File: src/rtl/gelato_inst_buffer_pkg.sv
// Shared types and constants for the gelato per-warp instruction buffer.
//   warp_num_t    : warp index, width sets the number of warps (2**WARP_W)
//   addr_t        : instruction address
//   gelato_inst_t : decoded instruction word
//   ibuf_entry_t  : one buffered slot, instruction plus its PC
//   iss_state_e   : issue-side lock state
package gelato_inst_buffer_pkg;

    localparam int WARP_W        = 4;
    localparam int NUM_WARPS_DEF = 2 ** WARP_W;
    localparam int IBUF_DEPTH    = 2;

    typedef logic [WARP_W-1:0] warp_num_t;
    typedef logic [31:0]       addr_t;

    typedef struct packed {
        logic [6:0] opcode;
        logic [4:0] rd;
        logic [4:0] rs1;
        logic [4:0] rs2;
        logic [9:0] imm;
    } gelato_inst_t;

    typedef struct packed {
        gelato_inst_t inst;
        addr_t        pc;
    } ibuf_entry_t;

    typedef enum logic {
        ISS_FREE   = 1'b0,
        ISS_LOCKED = 1'b1
    } iss_state_e;

    // Next warp in round-robin order; wraps naturally because the warp
    // count is exactly 2**WARP_W.
    function automatic warp_num_t warp_inc(input warp_num_t w);
        return w + 1'b1;
    endfunction

endpackage

File: src/rtl/gelato_rr_arbiter.sv
// Round-robin search arbiter.
// Finds the first asserted request searching upward from base, wrapping
// at N. Purely combinational so it can be reused by the warp schedulers.
// Ports:
//   req   in  [N-1:0]      request vector
//   base  in  [IDX_W-1:0]  index that has highest priority this cycle
//   grant out [N-1:0]      one-hot grant, all zero when nothing requests
//   idx   out [IDX_W-1:0]  index of the granted requester (0 if none)
module gelato_rr_arbiter #(
    parameter int N     = 16,
    parameter int IDX_W = (N > 1) ? $clog2(N) : 1
) (
    input  logic [N-1:0]     req,
    input  logic [IDX_W-1:0] base,
    output logic [N-1:0]     grant,
    output logic [IDX_W-1:0] idx
);

    logic             found;
    logic [IDX_W-1:0] cand;

    always_comb begin
        grant = '0;
        idx   = '0;
        found = 1'b0;
        cand  = '0;
        for (int i = 0; i < N; i++) begin
            cand = IDX_W'((int'(base) + i) % N);
            if (!found && req[cand]) begin
                found       = 1'b1;
                grant[cand] = 1'b1;
                idx         = cand;
            end
        end
    end

endmodule

File: src/rtl/gelato_inst_buffer.sv
// Per-warp instruction buffer between decode and issue.
// Decode pushes one entry per cycle into the FIFO of dec_warp; issue pops
// one per cycle from a round-robin selected warp that is non-empty and not
// stalled. Once an offer is not taken, the offer is locked onto that warp
// until it is taken or the warp is flushed.
// Optional build macro GELATO_IBUF_PERF_EN adds perf_issued / perf_idle.
// Ports:
//   clk, rst_n                 clock, async active-low reset
//   dec_valid/dec_ready        decode push handshake (dec_ready is full check)
//   dec_warp/dec_inst/dec_pc   push target and payload
//   flush_valid/flush_warp     discard all queued entries of one warp
//   warp_stall                 per-warp issue hazard mask
//   iss_valid/iss_ready        issue pop handshake
//   iss_warp/iss_inst/iss_pc   selected warp and its FIFO head
//   warp_empty                 registered per-warp empty flags
//   perf_issued/perf_idle      (GELATO_IBUF_PERF_EN only) saturating counters
//
// Issue state:
//   state      | meaning
//   ISS_FREE   | arbiter picks the warp each cycle
//   ISS_LOCKED | offer to lock_warp was not taken; keep offering it
module gelato_inst_buffer
    import gelato_inst_buffer_pkg::*;
#(
    parameter int NUM_WARPS = NUM_WARPS_DEF,
    parameter int DEPTH     = IBUF_DEPTH
) (
    input  logic                 clk,
    input  logic                 rst_n,
    input  logic                 dec_valid,
    output logic                 dec_ready,
    input  warp_num_t            dec_warp,
    input  gelato_inst_t         dec_inst,
    input  addr_t                dec_pc,
    input  logic                 flush_valid,
    input  warp_num_t            flush_warp,
    input  logic [NUM_WARPS-1:0] warp_stall,
    output logic                 iss_valid,
    input  logic                 iss_ready,
    output warp_num_t            iss_warp,
    output gelato_inst_t         iss_inst,
    output addr_t                iss_pc,
    output logic [NUM_WARPS-1:0] warp_empty
`ifdef GELATO_IBUF_PERF_EN
    ,
    output logic [31:0]          perf_issued,
    output logic [31:0]          perf_idle
`endif
);

    localparam int PTR_W = $clog2(DEPTH);
    localparam int CNT_W = $clog2(DEPTH + 1);

    typedef logic [PTR_W-1:0] ptr_t;
    typedef logic [CNT_W-1:0] cnt_t;

    cnt_t                 count_q [NUM_WARPS];
    cnt_t                 count_d [NUM_WARPS];
    ptr_t                 head_q  [NUM_WARPS];
    ptr_t                 head_d  [NUM_WARPS];
    ptr_t                 tail_q  [NUM_WARPS];
    ptr_t                 tail_d  [NUM_WARPS];
    ibuf_entry_t          mem_q   [NUM_WARPS][DEPTH];
    ibuf_entry_t          mem_d   [NUM_WARPS][DEPTH];
    warp_num_t            rr_ptr_q, rr_ptr_d;
    warp_num_t            lock_warp_q, lock_warp_d;
    iss_state_e           state_q, state_d;
    logic [NUM_WARPS-1:0] warp_empty_q, warp_empty_d;

    logic [NUM_WARPS-1:0] nonempty;
    logic [NUM_WARPS-1:0] elig;
    logic [NUM_WARPS-1:0] arb_grant;
    warp_num_t            arb_idx;
    warp_num_t            sel_warp;
    logic                 sel_valid;
    logic                 flush_sel;
    logic                 handshake;
    logic                 push;
    logic                 push_keep;
    logic [NUM_WARPS-1:0] push_vec;
    logic [NUM_WARPS-1:0] pop_vec;
    logic [NUM_WARPS-1:0] flush_vec;
    ibuf_entry_t          head_ent;

    always_comb begin
        nonempty = '0;
        for (int w = 0; w < NUM_WARPS; w++) begin
            nonempty[w] = (count_q[w] != '0);
        end
        elig = nonempty & ~warp_stall;
    end

    gelato_rr_arbiter #(
        .N     (NUM_WARPS),
        .IDX_W (WARP_W)
    ) u_arb (
        .req   (elig),
        .base  (rr_ptr_q),
        .grant (arb_grant),
        .idx   (arb_idx)
    );

    // Issue selection. A flush of the selected warp suppresses the offer
    // rather than letting the arbiter fall through to another warp.
    always_comb begin
        sel_warp  = (state_q == ISS_LOCKED) ? lock_warp_q : arb_idx;
        sel_valid = (state_q == ISS_LOCKED) || (|arb_grant);
        flush_sel = flush_valid && sel_valid && (flush_warp == sel_warp);
        iss_valid = sel_valid && !flush_sel;
        iss_warp  = sel_warp;
        head_ent  = mem_q[sel_warp][head_q[sel_warp]];
        iss_inst  = head_ent.inst;
        iss_pc    = head_ent.pc;
        handshake = iss_valid && iss_ready;
    end

    // Full check only; a pop in the same cycle does not free the slot early.
    always_comb begin
        dec_ready = (count_q[dec_warp] != CNT_W'(DEPTH));
        push      = dec_valid && dec_ready;
        push_keep = push && !(flush_valid && (flush_warp == dec_warp));
    end

    always_comb begin
        state_d     = state_q;
        lock_warp_d = lock_warp_q;
        rr_ptr_d    = rr_ptr_q;
        if (handshake) begin
            state_d     = ISS_FREE;
            lock_warp_d = '0;
            rr_ptr_d    = warp_inc(sel_warp);
        end else if (iss_valid) begin
            state_d     = ISS_LOCKED;
            lock_warp_d = sel_warp;
        end else if (flush_sel) begin
            state_d     = ISS_FREE;
            lock_warp_d = '0;
        end
    end

    always_comb begin
        push_vec     = '0;
        pop_vec      = '0;
        flush_vec    = '0;
        warp_empty_d = '0;
        for (int w = 0; w < NUM_WARPS; w++) begin
            push_vec[w]  = push && (dec_warp == warp_num_t'(w));
            pop_vec[w]   = handshake && (sel_warp == warp_num_t'(w));
            flush_vec[w] = flush_valid && (flush_warp == warp_num_t'(w));
            count_d[w]   = count_q[w];
            head_d[w]    = head_q[w];
            tail_d[w]    = tail_q[w];
            if (flush_vec[w]) begin
                count_d[w] = '0;
                head_d[w]  = '0;
                tail_d[w]  = '0;
            end else begin
                if (push_vec[w]) begin
                    tail_d[w] = tail_q[w] + 1'b1;
                end
                if (pop_vec[w]) begin
                    head_d[w] = head_q[w] + 1'b1;
                end
                count_d[w] = count_q[w] + CNT_W'(push_vec[w]) - CNT_W'(pop_vec[w]);
            end
            warp_empty_d[w] = (count_d[w] == '0);
        end
    end

    always_comb begin
        mem_d = mem_q;
        if (push_keep) begin
            mem_d[dec_warp][tail_q[dec_warp]] = '{inst: dec_inst, pc: dec_pc};
        end
    end

    always_ff @(posedge clk or negedge rst_n) begin
        if (!rst_n) begin
            for (int w = 0; w < NUM_WARPS; w++) begin
                count_q[w] <= '0;
                head_q[w]  <= '0;
                tail_q[w]  <= '0;
            end
            rr_ptr_q     <= '0;
            lock_warp_q  <= '0;
            state_q      <= ISS_FREE;
            warp_empty_q <= '1;
        end else begin
            count_q      <= count_d;
            head_q       <= head_d;
            tail_q       <= tail_d;
            rr_ptr_q     <= rr_ptr_d;
            lock_warp_q  <= lock_warp_d;
            state_q      <= state_d;
            warp_empty_q <= warp_empty_d;
        end
    end

    // Payload storage needs no reset: every slot is written before its
    // count makes it visible.
    always_ff @(posedge clk) begin
        mem_q <= mem_d;
    end

    assign warp_empty = warp_empty_q;

`ifdef GELATO_IBUF_PERF_EN
    logic [31:0] perf_issued_q, perf_issued_d;
    logic [31:0] perf_idle_q, perf_idle_d;

    // Idle means work is queued but every non-empty warp is stalled
    // (or the offer was suppressed by a flush).
    always_comb begin
        perf_issued_d = perf_issued_q;
        perf_idle_d   = perf_idle_q;
        if (handshake && (perf_issued_q != 32'hFFFF_FFFF)) begin
            perf_issued_d = perf_issued_q + 32'd1;
        end
        if (!iss_valid && (|nonempty) && (perf_idle_q != 32'hFFFF_FFFF)) begin
            perf_idle_d = perf_idle_q + 32'd1;
        end
    end

    always_ff @(posedge clk or negedge rst_n) begin
        if (!rst_n) begin
            perf_issued_q <= '0;
            perf_idle_q   <= '0;
        end else begin
            perf_issued_q <= perf_issued_d;
            perf_idle_q   <= perf_idle_d;
        end
    end

    assign perf_issued = perf_issued_q;
    assign perf_idle   = perf_idle_q;
`endif

endmodule

File: config.mk
export PLATFORM = sky130hd
export DESIGN_NAME = gelato_inst_buffer
export DESIGN_NICKNAME = d
export VERILOG_FILES = /design/src/rtl/gelato_inst_buffer_pkg.sv /design/src/rtl/gelato_rr_arbiter.sv /design/src/rtl/gelato_inst_buffer.sv
export SDC_FILE = /design/constraint.sdc
export NUM_CORES = 2
export LEC_CHECK = 0
export ABC_AREA = 0
export CORE_ASPECT_RATIO = 1.1
export CORE_UTILIZATION = 45
export CTS_CLUSTER_SIZE = 20
export DETAILED_ROUTE_END_ITERATION = 16
export GPL_TIMING_DRIVEN = 1
export PLACE_DENSITY = 0.7
export SLEW_MARGIN = 20
export SYNTH_ARGS = -nofsm -noshare
export SYNTH_HDL_FRONTEND = slang
export SYNTH_SLANG_ARGS = --single-unit
export TNS_END_PERCENT = 1
File: constraint.sdc
create_clock -name clk -period 7.85 [get_ports clk]
set_clock_uncertainty 0.05 [all_clocks]
set_input_delay 1.57 -clock clk [delete_from_list [all_inputs] [get_ports clk]]
set_output_delay 1.57 -clock clk [all_outputs]
set_load 0.005 [all_outputs]
; After elaboration in Yosys (flattened, before gate mapping)
; Index checks and enable logic that the tools add are counted.
[op_classes]
n_addsub = 80
order_cmp = 38
eq_ne = 48
n_mux = 218
bitwise = 21
n_reduce_logical = 175
[op_table]
columns = op, count
row1 = 2048-bit bitwise mux, 1
row2 = 128-bit binary-select mux with 4-bit select, 1
row3 = 128-bit demux with 4-bit select, 1
row4 = 128-bit two-way mux, 3
row5 = 16-bit two-way mux, 16
row6 = 64-bit two-way mux, 4
row7 = 16-bit bitwise OR, 15
row8 = 1-bit two-way mux, 118
row9 = 4-bit equality test (second input constant), 24
row10 = 2-bit nonzero test, 48
row11 = 1-bit logical AND, 88
row12 = 4-bit by 5-bit < comparator with 1-bit output (second input constant), 16
row13 = 4-bit two-way mux, 20
row14 = 1-bit binary-select mux with 4-bit select, 18
row15 = 1-bit demux with 4-bit select, 16
row16 = 64-bit demux with 1-bit select, 1
row17 = 4-bit by 1-bit >= comparator with 1-bit output (second input constant), 16
row18 = 4-bit by 3-bit equality test with 1-bit output (second input constant), 12
row19 = 2-bit two-way mux, 18
row20 = 1-bit adder (second input constant), 32
row21 = 2-bit by 1-bit adder with 2-bit output, 16
row22 = 4-bit adder (second input constant), 8
row23 = 2-bit zero test, 16
row24 = 2-bit by 1-bit subtractor with 2-bit output, 16
row25 = 21 further kinds, 56
[word_totals]
register_bits = 2137
input_bits = 93
output_inout_bits = 86

; Longest topological paths before layout
[logic_depth]
ltp_word = 61
depth_mapped = 32
mapped_depth_nobuf = 24

; By module
; A second synthesis with hierarchy kept.
[unflattened]
cells_unflattened = 4692
area_unflattened_um2 = 87460.1
[by_module_without_submodules]
columns = mod, n_inst, cells_each, area_per_inst_um2
row1 = gelato_inst_buffer, 1, 4056, 83072.2
row2 = gelato_rr_arbiter, 1, 636, 4388.0

; Worst setup path before layout
; OpenSTA, ideal clock, no wires.
[synth_timing]
path_kind = input -> output
startpoint = input warp_stall[7]
endpoint = output iss_inst[21] (netlist name)
arrival_ps = 5496
setup_slack_ps = 734
path_stages = 18
n_path_buf = 4
path_cell_list = o21bai_1 mux2i_1 mux4_2 mux2i_4 nor4b_4 nand3_1 buf_4 nor2_1 o2111ai_1 a311o_2 inv_2 buf_2 clkbuf_1 buf_2 mux4_2 a22oi_1 nand2_1 mux2_4
[synth_rtl]
columns = element, line_no
row1 = start: declaration, gelato_inst_buffer.sv:37  ; input logic [NUM_WARPS-1:0] warp_stall,
row2 = end: declaration, gelato_inst_buffer.sv:41  ; output gelato_inst_t iss_inst,

; Worst setup path in the final report
[layout_timing]
startpoint = input warp_stall[5]
endpoint = output iss_pc[29]
[layout_between]
elab_chain_len = 59
elab_cells_between_ends = 107
cone_classes = mux: 73 / bitwise: 4 / reduce/logical: 30
[layout_lines]
columns = element, line_no
row1 = 16-bit inverter *, gelato_inst_buffer.sv:90  ; elig = nonempty & ~warp_stall;
row2 = 16-bit AND *, gelato_inst_buffer.sv:90
row3 = 1-bit binary-select mux with 4-bit select, gelato_rr_arbiter.sv:29  ; if (!found && req[cand]) begin
row4 = 1-bit two-way mux (not written as such), gelato_rr_arbiter.sv:29
row5 = 1-bit two-way mux, gelato_rr_arbiter.sv:29
row6 = 1-bit zero test, gelato_rr_arbiter.sv:29
row7 = 1-bit logical AND, gelato_rr_arbiter.sv:29
row8 = 1-bit two-way mux, gelato_rr_arbiter.sv:29
row9 = (+40 left out), -
row10 = 1-bit logical AND, gelato_rr_arbiter.sv:29
row11 = 4-bit two-way mux *, gelato_rr_arbiter.sv:29
row12 = 4-bit two-way mux *, gelato_inst_buffer.sv:106  ; sel_warp = (state_q == ISS_LOCKED) ? lock_warp_q : arb_idx;
row13 = 4-bit inverter with 5-bit output (not written as such) *, gelato_inst_buffer.sv:111  ; head_ent = mem_q[sel_warp][head_q[sel_warp]];
row14 = 1-bit binary-select mux with 4-bit select, gelato_inst_buffer.sv:111
row15 = 1-bit two-way mux (not written as such) (2 in a row), gelato_inst_buffer.sv:111
row16 = 1-bit inverter with 2-bit output (not written as such), gelato_inst_buffer.sv:111
row17 = 64-bit two-way mux (not written as such) * (3 in a row), gelato_inst_buffer.sv:111
row18 = end: declaration, gelato_inst_buffer.sv:42  ; output addr_t iss_pc,
; Mark *: on every way between the ends. The rest lies on a longest branch, timed or not. The select of a mux whose other input is x is not followed.

==> flow_summary.yaml <==
sta:
  fmax_mhz: 128
  period_minus_slack_ns: 7.84
  setup_viol: 0
  timing.final.ws_setup_ns: 0.0144
  worstMarginPinSlew_ns: 1.15
  finalCritPeriodShare_pct: 99.8
  slew_headroom_pct: 23.2
  drv_slew: 0
  finalHoldViolCount: 0
  grt_setup_unrepaired: "true"
route:
  drcViolationCount: 0
  firstDrtPassIters: 8
  antenna_left: 0
  wl_per_cell_um: 31.7
  drt-initial-drc-count: 5404
  vias: 46246
  drt_wl_total_mm: 238
  vias_per_cell: 6.15
flow_run:
  drv_cap: 0
clock_network:
  cts.sinks: 2137
  clockBufferDepth: 3
  clk_latency_ns: 0.84
  htreeDepth: 4
  path_clk_slew_ns: 0.06
  cts_root_buffer: "clkbuf_16"
  cts_tree: "built"
  cts_buffers: 201
  cts_hold_buf: 0
cells_and_area:
  areaGrowthSynthToFinish_pct: 21.2
  drive_gt1_share_pct: 34.6
  final_common_cell: "edfxtp_1"
  fin_util_pct: 54.9
  fin_nets: 4955
  layout_common_cells: "edfxtp_1 (2048), mux4_2 (534), buf_4 (338)"
  stdcell_area_sq_um: 103000
  final_cell_count_no_fill: 7519
global_route:
  grt_max_degree: 65
  grt_overflow: 0
  track_usage_pct: 24.9
  grt_pass1_wl_mm: 339
  grt_pass1_vias: 46180
  antenna_found_initial: 18
logic_synthesis:
  synthDistinctLibCells: 85
  synth_edf_count: 2048
  yosysWarnings: 0
  syn_area_sq_um: 85300
  synth_top_cell_area_share_pct: 72.1
  synthXorXnorAreaFrac_pct: 0.739
  ys_async_sr_fraction_pct: 4.16
  synthCells: 4117
  synth_simple_gate_area_share_pct: 2.76
  synthMuxAreaShare_pct: 15.5
  ys.flop_type: "edfxtp_1"
  synth-compound-area-share_pct: 4.06
  yosysSeqAreaShare_pct: 74.7
  synthTopCellsByArea: "edfxtp_1 (72%), mux4_2 (14%), a22oi_1 (2.3%)"
  synth_top_family_by_area: "multiplexers"
  synth_adder_area_share_pct: 0.719
  ys_ff_latch: 2137
  synth_top_area_cell: "edfxtp_1"
  synth_area_per_cell_sq_um: 20.7
  synthesis.nets: 4259
floorplanning:
  dieHeight_um: 459
  dieArea_sq_um: 191000
  rows: 167
  start_util_pct: 45.3
  core_area_sq_um: 188000
  ioPinCount: 179
  die_x_um: 417
setup_path:
  r2r_setup_slack_ns: 1.82
  rr_worst_depth: 27
  endpoint: "iss_pc[29]"
  slowest_stage: "or4_4"
  end_kind: "primary output"
  cp.required_ns: 6.23
  max_stage_delay_ns: 0.51
  rr_startpoint: "rr_ptr_q[1]$_DFFE_PN0N_"
  r2r-end: "warp_empty[3]$_DFF_PN1_"
  critPathMaxFanout: 6
  arrival_ns: 6.22
  path_cells: "buf_2 -> o21bai_4 -> buf_4 -> mux4_2 -> a2bb2oi_4 -> o21ai_2 -> nor3_4 -> a31oi_4 -> nor3_2 -> or4_4 -> o221ai_4 -> buf_12 -> inv_12 -> mux4_2 -> and2_4 -> nor3_4 -> nand2_8 -> buf_12 -> buf_16 -> buf_16 -> buf_6 -> mux2_4 -> buf_6"
  startpoint_type: "input port"
  cp_num_buf_inv: 9
  worstSetupPathType: "in2out"
  crit_start: "warp_stall[5]"
  critical-path-top-delay-family: "simple AND/OR/NAND/NOR gates"
  crit_cells: 23
place:
  place_area_sq_um: 93800
  dp_hpwl_mm: 127
  numPortBuffers: 178
  dp_slack_ns: -0.844
  gp_congestion: 0.944
  placed_cells: 7003
worst_hold_path:
  holdCritPathClass: "reg2reg"
status:
  status: "complete, no violations"
registers in the layout (all words and copies together), names as in the netlist:
signal       cells
count_q         32
head_q          16
lock_warp_q      4
mem_q         2048
rr_ptr_q         4
state_q          1
tail_q          16
warp_empty      16
synth_stat cells (7+ instances only):
master / number
mux2i_1: 25
o22ai_1: 20
nand2_1: 193
mux2_4: 59
nand2b_1: 12
o21ba_1: 8
buf_4: 12
o21ai_1: 7
inv_1: 35
nor3_1: 45
nor2_1: 138
a22oi_1: 258
dfrtp_1: 73
nand3b_1: 9
o21bai_1: 18
ha_1: 49
o21ba_2: 7
buf_6: 10
clkbuf_1: 76
nor2b_1: 20
or3_1: 15
o311ai_0: 7
a21o_1: 10
xor2_1: 35
mux4_2: 534
edfxtp_1: 2048
buf_2: 117
and2_1: 11
xnor2_1: 37
inv_2: 9
nor4_1: 7
nand3_1: 28
a21oi_1: 32
a211oi_1: 14
o21ai_0: 18
dfstp_2: 16
repair_timing:
item | CTS | global route
setup endpoints to repair | 65 | 64
setup buffers | 110 | 17
pin swaps | 69 | 28
resized for setup | 394 | 105
cloned | 15 | 0
kinds of logic (layout without fill, tap and decap cells):
family	Yosys count	after routing
AOI/OAI and AO/OA	464	464
xor gates and xnor gates	72	72
adders and majority gates	49	49
buffers and inverters	259	1123
DFF	2137	2137
muxes	626	626
other	0	3
and+or+nand+nor	510	510
worst register-to-register path, stage by stage, from the launching register on:
cell,delay (ns)
dfrtp_2,0.45
inv_4,0.11
ha_4,0.23
buf_8,0.17
mux2i_4,0.21
mux4_2,0.57
mux2i_4,0.19
nor4b_4,0.34
nand3_4,0.17
buf_6,0.17
nor3_4,0.19
buf_4,0.14
buf_4,0.10
a22o_1,0.13
buf_4,0.11
nor3_1,0.04
or3b_1,0.37
nor4_1,0.39
buf_4,0.18
and2_1,0.41
nor2_1,0.13
ha_1,0.32
inv_1,0.06
ha_1,0.14
xor2_1,0.19
xnor2_1,0.14
nor2_1,0.07
nor2_1,0.19
through the flow:
| stage | TNS (ns) | hold WS, ns |
|---|---|---|
| after floorplan | 0 | 0.391 |
| after global placement | -44.38 | 0.412 |
| after global routing | -0.914 | 0.493 |
| after detailed placement | -44.20 | 0.424 |
| after CTS | -0.00428 | 0.437 |
| final | 0 | 0.432 |
worst min-delay path by stage:
| stage | startpoint | endpoint | slack (ns) | depth (start not counted) |
|---|---|---|---|---|
| after detailed placement | lock_warp_q[2]$_DFFE_PN0P_ | lock_warp_q[2]$_DFFE_PN0P_ | 0.42 | 2 |
| after floorplan | lock_warp_q[0]$_DFFE_PN0P_ | lock_warp_q[0]$_DFFE_PN0P_ | 0.39 | 2 |
| after global routing | lock_warp_q[2]$_DFFE_PN0P_ | lock_warp_q[2]$_DFFE_PN0P_ | 0.49 | 2 |
| after global placement | lock_warp_q[0]$_DFFE_PN0P_ | lock_warp_q[0]$_DFFE_PN0P_ | 0.41 | 2 |
| after CTS | lock_warp_q[2]$_DFFE_PN0P_ | lock_warp_q[2]$_DFFE_PN0P_ | 0.44 | 2 |
| final | lock_warp_q[2]$_DFFE_PN0P_ | lock_warp_q[2]$_DFFE_PN0P_ | 0.43 | 2 |
routing by layer:
layer | up-vias | GRT usage (%) | routed length [um]
met3 | 430 | 4.08 | 21900
li1 | 18627 | - | -
met1 | 24667 | 33.4 | 89500
met4 | 14 | 7.60 | 7780
met5 | - | 0 | 77
met2 | 2508 | 41.9 | 119000
layout make-up:
type / count / area, sq um
timing repair inverter: 1 / 6.26
fill: 13900 / 84900
tap: 2535 / 3170
multi-input combinational: 1721 / 21800
antenna: 3 / 7.51
clock inverter: 124 / 1230
clock buffer: 247 / 5220
inverter: 44 / 195
sequential: 2137 / 63800
timing repair buffer: 707 / 7990
Power is not shown: default switching activity piles up to over one toggle a cycle in this logic, so the estimate is an artifact.
